<file path="config.mk">
export PLATFORM = sky130hd
export DESIGN_NAME = rgb_led_arbiter
export DESIGN_NICKNAME = d
export VERILOG_FILES = /design/src/rtl/led_arb_pkg.sv /design/src/rtl/led_tick_gen.sv /design/src/rtl/rgb_led_arbiter.sv
export SDC_FILE = /design/constraint.sdc
export NUM_CORES = 1
export LEC_CHECK = 0
export CELL_PAD_IN_SITES_DETAIL_PLACEMENT = 0
export CELL_PAD_IN_SITES_GLOBAL_PLACEMENT = 1
export CORE_MARGIN = 2
export CORE_UTILIZATION = 42
export CTS_CLUSTER_DIAMETER = 100
export DETAILED_ROUTE_END_ITERATION = 10
export PLACE_DENSITY = 0.88
export SETUP_SLACK_MARGIN = 0.3
export SYNTH_ARGS = -nofsm -noshare
export SYNTH_HDL_FRONTEND = slang
export SYNTH_SLANG_ARGS = --single-unit
</file>
<file path="constraint.sdc">
create_clock -name CLK_IN -period 2.1 [get_ports CLK_IN]
set_input_delay 0.63 -clock CLK_IN [delete_from_list [all_inputs] [get_ports CLK_IN]]
set_output_delay 0.63 -clock CLK_IN [all_outputs]
set_load 0.1 [all_outputs]
</file>
<file path="src/rtl/led_arb_pkg.sv">
// Shared types and constants for the RGB LED arbiter.
package led_arb_pkg;

  // Width of one RGB colour word (one bit per LED channel).
  localparam int LED_W = 3;

  // Largest supported requester count.
  localparam int MAX_N_REQ = 8;

  // Arbiter states: no owner, LED owned, one-cycle blank separation.
  typedef enum logic [1:0] {
    IDLE  = 2'd0,
    GRANT = 2'd1,
    GAP   = 2'd2
  } arb_state_t;

endpackage

</file>
<file path="src/rtl/led_tick_gen.sv">
// Prescaler: emits a one-cycle tick every TICK_DIV clocks.
// A synchronous clear restarts the count so the first tick comes
// exactly TICK_DIV cycles after the clear is released.
module led_tick_gen #(
  parameter int TICK_DIV = 24_000_000
) (
  input  logic CLK_IN,
  input  logic RST_N,
  input  logic clear_i,
  output logic tick_o
);

  localparam int CNT_W = $clog2(TICK_DIV);
  localparam logic [CNT_W-1:0] CNT_LAST = CNT_W'(TICK_DIV - 1);

  logic [CNT_W-1:0] cnt_q;
  logic [CNT_W-1:0] cnt_d;

  // Next count: wrap to zero at the terminal value.
  always_comb begin
    cnt_d = cnt_q + CNT_W'(1);
    if (cnt_q == CNT_LAST) begin
      cnt_d = '0;
    end
  end

  // Count register with reset and synchronous clear.
  always_ff @(posedge CLK_IN) begin
    if (!RST_N || clear_i) begin
      cnt_q <= '0;
    end else begin
      cnt_q <= cnt_d;
    end
  end

  assign tick_o = (cnt_q == CNT_LAST);

endmodule

</file>
<file path="src/rtl/rgb_led_arbiter.sv">
// Round-robin time-slicing arbiter for the board RGB LED.
// Grants one requester at a time for HOLD_TICKS prescaled ticks, with a
// one-cycle blank gap between different owners.
// Optional build macro: LED_ARB_BLINK_EN makes the granted colour blink,
// toggling on every tick of the slot.
module rgb_led_arbiter
  import led_arb_pkg::*;
#(
  parameter int N_REQ      = 4,
  parameter int TICK_DIV   = 24_000_000,
  parameter int HOLD_TICKS = 2
) (
  input  logic                   CLK_IN,
  input  logic                   RST_N,
  input  logic [N_REQ-1:0]       req,
  input  logic [LED_W*N_REQ-1:0] color,
  output logic [N_REQ-1:0]       grant,
  output logic [LED_W-1:0]       RGB_LED,
  output logic                   busy
);

  localparam int OWN_W  = (N_REQ > 1) ? $clog2(N_REQ) : 1;
  localparam int HOLD_W = $clog2(HOLD_TICKS + 1);
  localparam logic [HOLD_W-1:0] HOLD_LAST = HOLD_W'(HOLD_TICKS - 1);
  localparam logic [OWN_W-1:0]  OWN_RST   = OWN_W'(N_REQ - 1);

  arb_state_t         state_q;
  logic [OWN_W-1:0]   owner_q;
  logic [OWN_W-1:0]   last_owner_q;
  logic [N_REQ-1:0]   grant_q;
  logic [LED_W-1:0]   rgb_q;
  logic               busy_q;
  logic [HOLD_W-1:0]  hold_q;

  logic               tick;
  logic               tick_clr;
  logic               own_req;
  logic               others_pend;
  logic               any_req;
  logic               hold_done;
  logic               slot_end;
  logic               restart;
  logic               led_off;
  logic [OWN_W-1:0]   pick_idx;
  logic [N_REQ-1:0]   pick_onehot;
  logic [LED_W-1:0]   own_color;
  logic [LED_W-1:0]   pick_color;

  // First requester found scanning upward from the one after the last owner.
  function automatic logic [OWN_W-1:0] rr_pick(input logic [N_REQ-1:0] r,
                                               input logic [OWN_W-1:0] last);
    int idx;
    rr_pick = last;
    // Scan farthest-first so the nearest candidate overwrites the result.
    for (int k = N_REQ; k >= 1; k--) begin
      idx = (int'(last) + k) % N_REQ;
      if (r[idx]) begin
        rr_pick = OWN_W'(idx);
      end
    end
  endfunction

  led_tick_gen #(
    .TICK_DIV(TICK_DIV)
  ) u_tick (
    .CLK_IN (CLK_IN),
    .RST_N  (RST_N),
    .clear_i(tick_clr),
    .tick_o (tick)
  );

  // One-hot decode of the round-robin winner.
  for (genvar gi = 0; gi < N_REQ; gi++) begin : g_pick_dec
    assign pick_onehot[gi] = (pick_idx == OWN_W'(gi));
  end

  // Slot bookkeeping: winner, release/expiry detection, prescaler clear.
  always_comb begin
    any_req     = |req;
    pick_idx    = rr_pick(req, last_owner_q);
    pick_color  = color[int'(pick_idx)*LED_W +: LED_W];
    own_color   = color[int'(owner_q)*LED_W +: LED_W];
    own_req     = req[owner_q];
    others_pend = |(req & ~grant_q);
    hold_done   = tick && (hold_q == HOLD_LAST);
    slot_end    = !own_req || hold_done;
    // Expiry with only the owner still asking re-arms the slot in place.
    restart     = (state_q == GRANT) && hold_done && own_req && !others_pend;
    // Prescaler runs only inside a slot, so entry always starts at zero.
    tick_clr    = (state_q != GRANT) || restart;
  end

`ifdef LED_ARB_BLINK_EN
  logic phase_q;

  // Blink phase: toggles on each tick of a grant, zero at every grant entry.
  always_ff @(posedge CLK_IN) begin
    if (!RST_N || state_q != GRANT) begin
      phase_q <= 1'b0;
    end else if (tick) begin
      phase_q <= ~phase_q;
    end
  end

  // Phase that will be in force next cycle, matching the registered LED.
  assign led_off = phase_q ^ tick;
`else
  assign led_off = 1'b0;
`endif

  // Arbiter FSM with registered grant, LED and busy outputs.
  always_ff @(posedge CLK_IN) begin
    if (!RST_N) begin
      state_q      <= IDLE;
      owner_q      <= '0;
      last_owner_q <= OWN_RST;
      grant_q      <= '0;
      rgb_q        <= '0;
      busy_q       <= 1'b0;
      hold_q       <= '0;
    end else begin
      case (state_q)
        GRANT: begin
          if (slot_end) begin
            if (restart) begin
              hold_q <= '0;
              rgb_q  <= led_off ? '0 : own_color;
            end else begin
              state_q <= others_pend ? GAP : IDLE;
              grant_q <= '0;
              rgb_q   <= '0;
              busy_q  <= 1'b0;
              hold_q  <= '0;
            end
          end else begin
            if (tick) begin
              hold_q <= hold_q + HOLD_W'(1);
            end
            rgb_q <= led_off ? '0 : own_color;
          end
        end
        default: begin
          // IDLE and GAP both start a fresh slot for the round-robin winner.
          if (any_req) begin
            state_q      <= GRANT;
            owner_q      <= pick_idx;
            last_owner_q <= pick_idx;
            grant_q      <= pick_onehot;
            rgb_q        <= pick_color;
            busy_q       <= 1'b1;
            hold_q       <= '0;
          end else begin
            state_q <= IDLE;
            grant_q <= '0;
            rgb_q   <= '0;
            busy_q  <= 1'b0;
            hold_q  <= '0;
          end
        end
      endcase
    end
  end

  assign grant   = grant_q;
  assign RGB_LED = rgb_q;
  assign busy    = busy_q;

endmodule
</file>
* Word-level counts from Yosys, hierarchy flattened
Index checks and enable logic that the tools add are counted.
** Storage, ports and cells
- Output and inout bits :: 8
- Input port bits :: 18
- Bits in registers :: 41
- Logic and storage cells :: 96
** Cells by class
- Bitwise logic cells :: 8
- $lt $le $gt $ge :: 5
- Equal/unequal tests :: 9
- Muxes and demuxes :: 35
- Add/subtract/negate cells :: 6
- Shifts and indexed selects :: 2
- Reduce and logical (&&, ||, !) cells :: 21
- Multiply operators :: 2
** Operators with widths (count)
- 25-bit by 1-bit adder with 25-bit output, second input constant :: 1
- 25-bit equality test, second input constant :: 1
- 12-bit by 5-bit indexed part select with 3-bit output :: 2
- 3-bit by 4-bit less-than comparator with 1-bit output, second input constant :: 4
- 2-bit 2-to-1 mux :: 8
- 4-bit 2-to-1 mux :: 4
- 1-bit 2-to-1 mux :: 14
- 3-bit 2-to-1 mux :: 4
- 1-bit binary-select mux with 2-bit select :: 5
- 2-bit OR reduction :: 5
- 2-bit by 2-bit multiplier with 4-bit output, second input constant :: 2
- 4-bit OR reduction :: 2
- 2-bit by 1-bit adder with 2-bit output, second input constant :: 3
- 2-bit by 1-bit equality test with 1-bit output, second input constant :: 3
- 2-bit adder, second input constant :: 2
- 1-bit bitwise AND, first input constant :: 4
- 4-bit bitwise AND :: 1
- 2-bit equality test, second input constant :: 2
- 1-bit logical AND :: 4
- 2-bit inequality test, second input constant :: 2
- 4-bit inverter :: 1
- 2-bit AND reduction :: 2
- 1-bit logical NOT :: 3
- 1-bit logical OR :: 3
- 5 further kinds :: 6

* Depth between registers and ports, before layout
- Word-level depth :: 14
- Gate-level depth with buffers :: 9

* By module
From an unflattened synthesis, not the netlist that was laid out.
** Second synthesis, totals
- Cells, all modules :: 254
- Area total of the unflattened synthesis :: 2205.9 sq um
** By module, submodules not included
- led_tick_gen :: sequential area each 500.5 sq um, times used 1, cells an instance 150, area an instance 1263.7 sq um
- rgb_led_arbiter :: sequential area each 300.3 sq um, times used 1, cells an instance 104, area an instance 942.2 sq um

* Worst setup path after synthesis
Ideal clock, no wire load.
- Path kind :: register to register
- Start :: reg state_q[0]
- End :: reg rgb_q[1], in the netlist RGB_LED[1]
- Data arrival time :: 2077 ps
- Buffers on the path :: 1
- Slack :: -97 ps
- Cell stages (with the launch flop) :: 7
- Path through :: dfxtp_1 -> and2b_1 -> nor2_2 -> and2_1 -> clkbuf_1 -> and4b_1 -> a211o_1
** On the way
- Longest elaborated chain between the ends :: 7
** Ends and longest elaborated chain
- start: declaration :: line rgb_led_arbiter.sv:27 : arb_state_t state_q;
- start signal: assignment :: line rgb_led_arbiter.sv:129 : state_q <= others_pend ? GAP : IDLE;
- 2-bit by 1-bit equality test with 1-bit output * :: line rgb_led_arbiter.sv:88, rgb_led_arbiter.sv:122
- 1-bit logical AND (3 in series) :: line rgb_led_arbiter.sv:88 : restart = (state_q == GRANT) && hold_done && own_req && !others_pend;
- 3-bit 2-to-1 mux :: line rgb_led_arbiter.sv:125 : if (restart) begin
- 3-bit 2-to-1 mux :: line rgb_led_arbiter.sv:124 : if (slot_end) begin
- 3-bit 2-to-1 mux * :: line rgb_led_arbiter.sv:122 : case (state_q)
- end signal: assignment :: line rgb_led_arbiter.sv:127 : rgb_q <= led_off ? '0 : own_color;
- end signal: assignment :: line rgb_led_arbiter.sv:139 : rgb_q <= led_off ? '0 : own_color;
- end signal: assignment :: line rgb_led_arbiter.sv:149 : rgb_q <= pick_color;
- end: declaration :: line rgb_led_arbiter.sv:31 : logic [LED_W-1:0] rgb_q;
Every way passes the cells marked *; elsewhere a longest branch is shown, timed or not.
A chain may end at the register's enable or synchronous reset.

* Worst setup path after layout
- Start :: reg u_tick.cnt_q[14]
- End :: reg rgb_q[1], in the netlist RGB_LED[1]
** On the way
- Longest elaborated chain between the ends :: 8
- Elaborated cells between the ends (all ways) :: 9
- Classes of those cells :: eq/ne: 1; mux: 3; reduce/logical: 5
** Ends and longest elaborated chain
- start: declaration :: line led_tick_gen.sv:16 : logic [CNT_W-1:0] cnt_q;
- start signal: assignment :: line led_tick_gen.sv:32 : cnt_q <= cnt_d;
- 25-bit equality test * :: line led_tick_gen.sv:36 : assign tick_o = (cnt_q == CNT_LAST);
- 1-bit logical AND * :: line rgb_led_arbiter.sv:85 : hold_done = tick && (hold_q == HOLD_LAST);
- 1-bit logical AND (3 in series) :: line rgb_led_arbiter.sv:88
- 3-bit 2-to-1 mux :: line rgb_led_arbiter.sv:125
- 3-bit 2-to-1 mux * :: line rgb_led_arbiter.sv:124
- 3-bit 2-to-1 mux * :: line rgb_led_arbiter.sv:122
Marked as above.

==> impl_metrics.py <==
metrics = {
    "cells_and_area": {
        "drive_gt1_frac": 0.3007,
        "syn_to_final_growth_pct": 34.86,
        "design_area_sq_um": 2914,
        "multiInputGateArea_sq_um": 1325,
        "antenna_cells": 0,
        "nNetsFinal": 315,
        "regArea_sq_um": 813.3,
        "finish.utilization": 0.5779,
        "nFillCells": 434,
    },
    "placed_design": {
        "portBuffers": 25,
        "gp_congestion": 0.8990,
        "hpwl_um": 3583,
        "placed_cell_area_sq_um": 2671,
    },
    "yosys": {
        "synthDistinctLibCells": 53,
        "post-synth-top-count-cell": "dfxtp_1",
        "synth_xor_xnor_area_share": 0.09323,
        "ys_ff_latch": 40,
        "synth_area_leaders": "dfxtp_1 (37%), xnor2_1 (6.5%), nor2_1 (5.9%)",
        "synth_top_family_by_area": "simple AND/OR/NAND/NOR gates",
        "synth-simple-area-share": 0.2982,
        "avgSynthCellArea_sq_um": 9.003,
        "synth.mux.area_fraction": 0.06254,
        "yosys_warnings": 0,
        "netlist_instances": 240,
        "yosys.area.top_type": "dfxtp_1",
        "synthTopCellsByCount": "dfxtp_1 (40), nor2_1 (34), nand3_1 (17), xnor2_1 (16), nand2_1 (14)",
        "ys.flop_type": "dfxtp_1",
        "syn-cell-area_sq_um": 2161,
        "synth-adder-area-share": 0.01158,
        "synthArstFlopShare": 0,
        "synth_edf_count": 0,
        "yosysTopAreaCellShare": 0.3706,
        "synth_fp_nets": 260,
        "synth-compound-area-share": 0.1239,
        "ys_seq_area_frac": 0.3706,
    },
    "die": {
        "start_util": 0.4285,
        "die_y_um": 75.73,
        "dieArea_sq_um": 5734,
        "fp.coreArea_sq_um": 5042,
        "row_count": 26,
        "fp.dieW_um": 75.73,
        "ios": 26,
    },
    "outcome": {
        "outcome": "finished, final reports clean",
    },
    "cts": {
        "clkTransAtPathRegs_ps": 90,
        "cts_root_buf": "clkbuf_8",
        "hold_buffers": 0,
        "cts_buffers": 5,
        "cts_tree": "done",
        "clock_latency_ps": 300,
        "clockBufferDepth": 2,
        "htreeDepth": 2,
        "clock-sinks": 40,
    },
    "global_routing": {
        "grt_pass1_wl_um": 8224,
        "grt_max_degree": 23,
        "track_usage": 0.1882,
        "overflow": 0,
        "grt_antenna_before_repair": 0,
        "first_global_vias": 1798,
    },
    "detailed_routing": {
        "routed_wl_um": 4974,
        "via_per_inst": 5.314,
        "postRouteAntennaNets": 0,
        "drt_iter0_drc": 91,
        "firstDrtPassIters": 4,
        "drc": 0,
        "vias": 1945,
        "wire_per_inst_um": 13.59,
    },
    "sta": {
        "fmax_mhz": 558.9,
        "slew_violations": 0,
        "slew_headroom": 0.7488,
        "worst_pin_slew_ps": 376.8,
        "period_share": 0.8520,
        "setup-tns-final_ps": 0,
        "period_needed_ps": 1789,
        "setup_viol": 0,
        "hold_slack_ps": 443.9,
        "rsz0062_at_grt": "true",
        "finClkSkew_ps": 12.41,
        "hold_violations": 0,
    },
    "critical_path": {
        "crit_path_end_kind": "flip-flop",
        "worstPathRequired_ps": 2290,
        "start_kind": "flip-flop",
        "reg2reg_depth": 5,
        "critPathArrivalTime_ps": 1980,
        "crit_type": "reg2reg",
        "critPathMaxFanout": 5,
    },
    "power": {
        "power_uw": 2108,
        "powerDensity_nw_per_um2": 723.3,
        "power_leakage_uw": 0.001030,
        "peakVddDrop_mv": 0.5251,
    },
    "flow_run": {
        "cap_viol_max_count": 0,
    },
    "worst_hold_path": {
        "hold_depth": 1,
        "hp-class": "reg2reg",
    },
}
-- path summary, 6_finish.rpt --
path / start / end / slack [ps]
setup / recovery: u_tick.cnt_q[14] / RGB_LED[1] / 310
hold / removal: u_tick.cnt_q[0] / u_tick.cnt_q[0] / 440
setup reg to reg: u_tick.cnt_q[14] / RGB_LED[1] / 310
hold reg to reg: u_tick.cnt_q[0] / u_tick.cnt_q[0] / 440
-- sequential cells by signal, summed over array words and instances (netlist names) --
name          cells
state_q           2
u_tick.cnt_q     25
last_owner_q      2
grant             4
RGB_LED           3
owner_q           2
hold_q            2
-- per-layer routing --
layer	vias up	global-route usage	routed length [um]
met5	-	0	0
met4	0	0.06043	60
met3	7	0.03836	219
met2	51	0.3111	2371
met1	930	0.2469	2322
li1	957	-	-
-- timing repair --
| item | CTS | global route |
|---|---|---|
| cloned | 0 | 0 |
| buffers inserted | 9 | 0 |
| gates resized for setup | 18 | 14 |
| setup endpoints to repair | 37 | 33 |
| pin swaps | 9 | 7 |
-- report_power, final --
part / internal [uW] / leakage, uW / total, uW / switching, uW
clock: 352 / 0.0000541 / 629 / 277
sequential: 800 / 0.000329 / 842 / 41.7
combinational: 271 / 0.000647 / 637 / 366
total: 1420 / 0.00103 / 2110 / 685
-- final cells by class --
cell class,instances,area share
Multi-Input combinational cell,181,0.4547
Sequential cell,40,0.2791
Timing Repair Buffer,57,0.1851
Tap cell,70,0.03006
Clock buffer,5,0.02362
Clock inverter,3,0.01460
Inverter,10,0.01288
-- logic make-up after synthesis --
logic type               Yosys count
XOR/XNOR                          23
flip-flops                        40
adder cells (fa/ha/maj)            2
multiplexers                       8
buffers and inverters             19
AO/OA/AOI/OAI                     32
AND/OR/NAND/NOR                  116
-- cell usage in the layout (no fill, tap or decap), types with 3 or more instances in the layout --
master / instances
a21oi_1: 3
and2_1: 6
and4_1: 3
buf_12: 5
buf_4: 31
buf_6: 4
clkbuf_8: 5
clkdlybuf4s50_1: 13
dfxtp_1: 30
dfxtp_2: 10
inv_1: 10
mux4_2: 4
nand2_1: 14
nand3_1: 16
nand4_1: 5
nor2_1: 34
nor3_1: 8
nor4_1: 4
o21a_1: 3
o21ai_0: 7
o2bb2ai_1: 4
xnor2_1: 16
xor2_1: 7
-- worst max-delay path: stages, from the launching register on --
cell and delay (ps):
dfxtp_2 360, nor4b_2 310, nand4b_1 230, a2111oi_4 410, nor3b_1 100, a211o_1 270
-- stage by stage --
step | cells | setup slack [ps]
after global routing | 366 | 241.0
after floorplan | 240 | 223.7
after CTS | 366 | 297.9
after detailed placement | 349 | -322.5
final | 366 | 310.7
after global placement | 349 | -283.9
No activity file was read; power rests on OpenSTA's default activity.
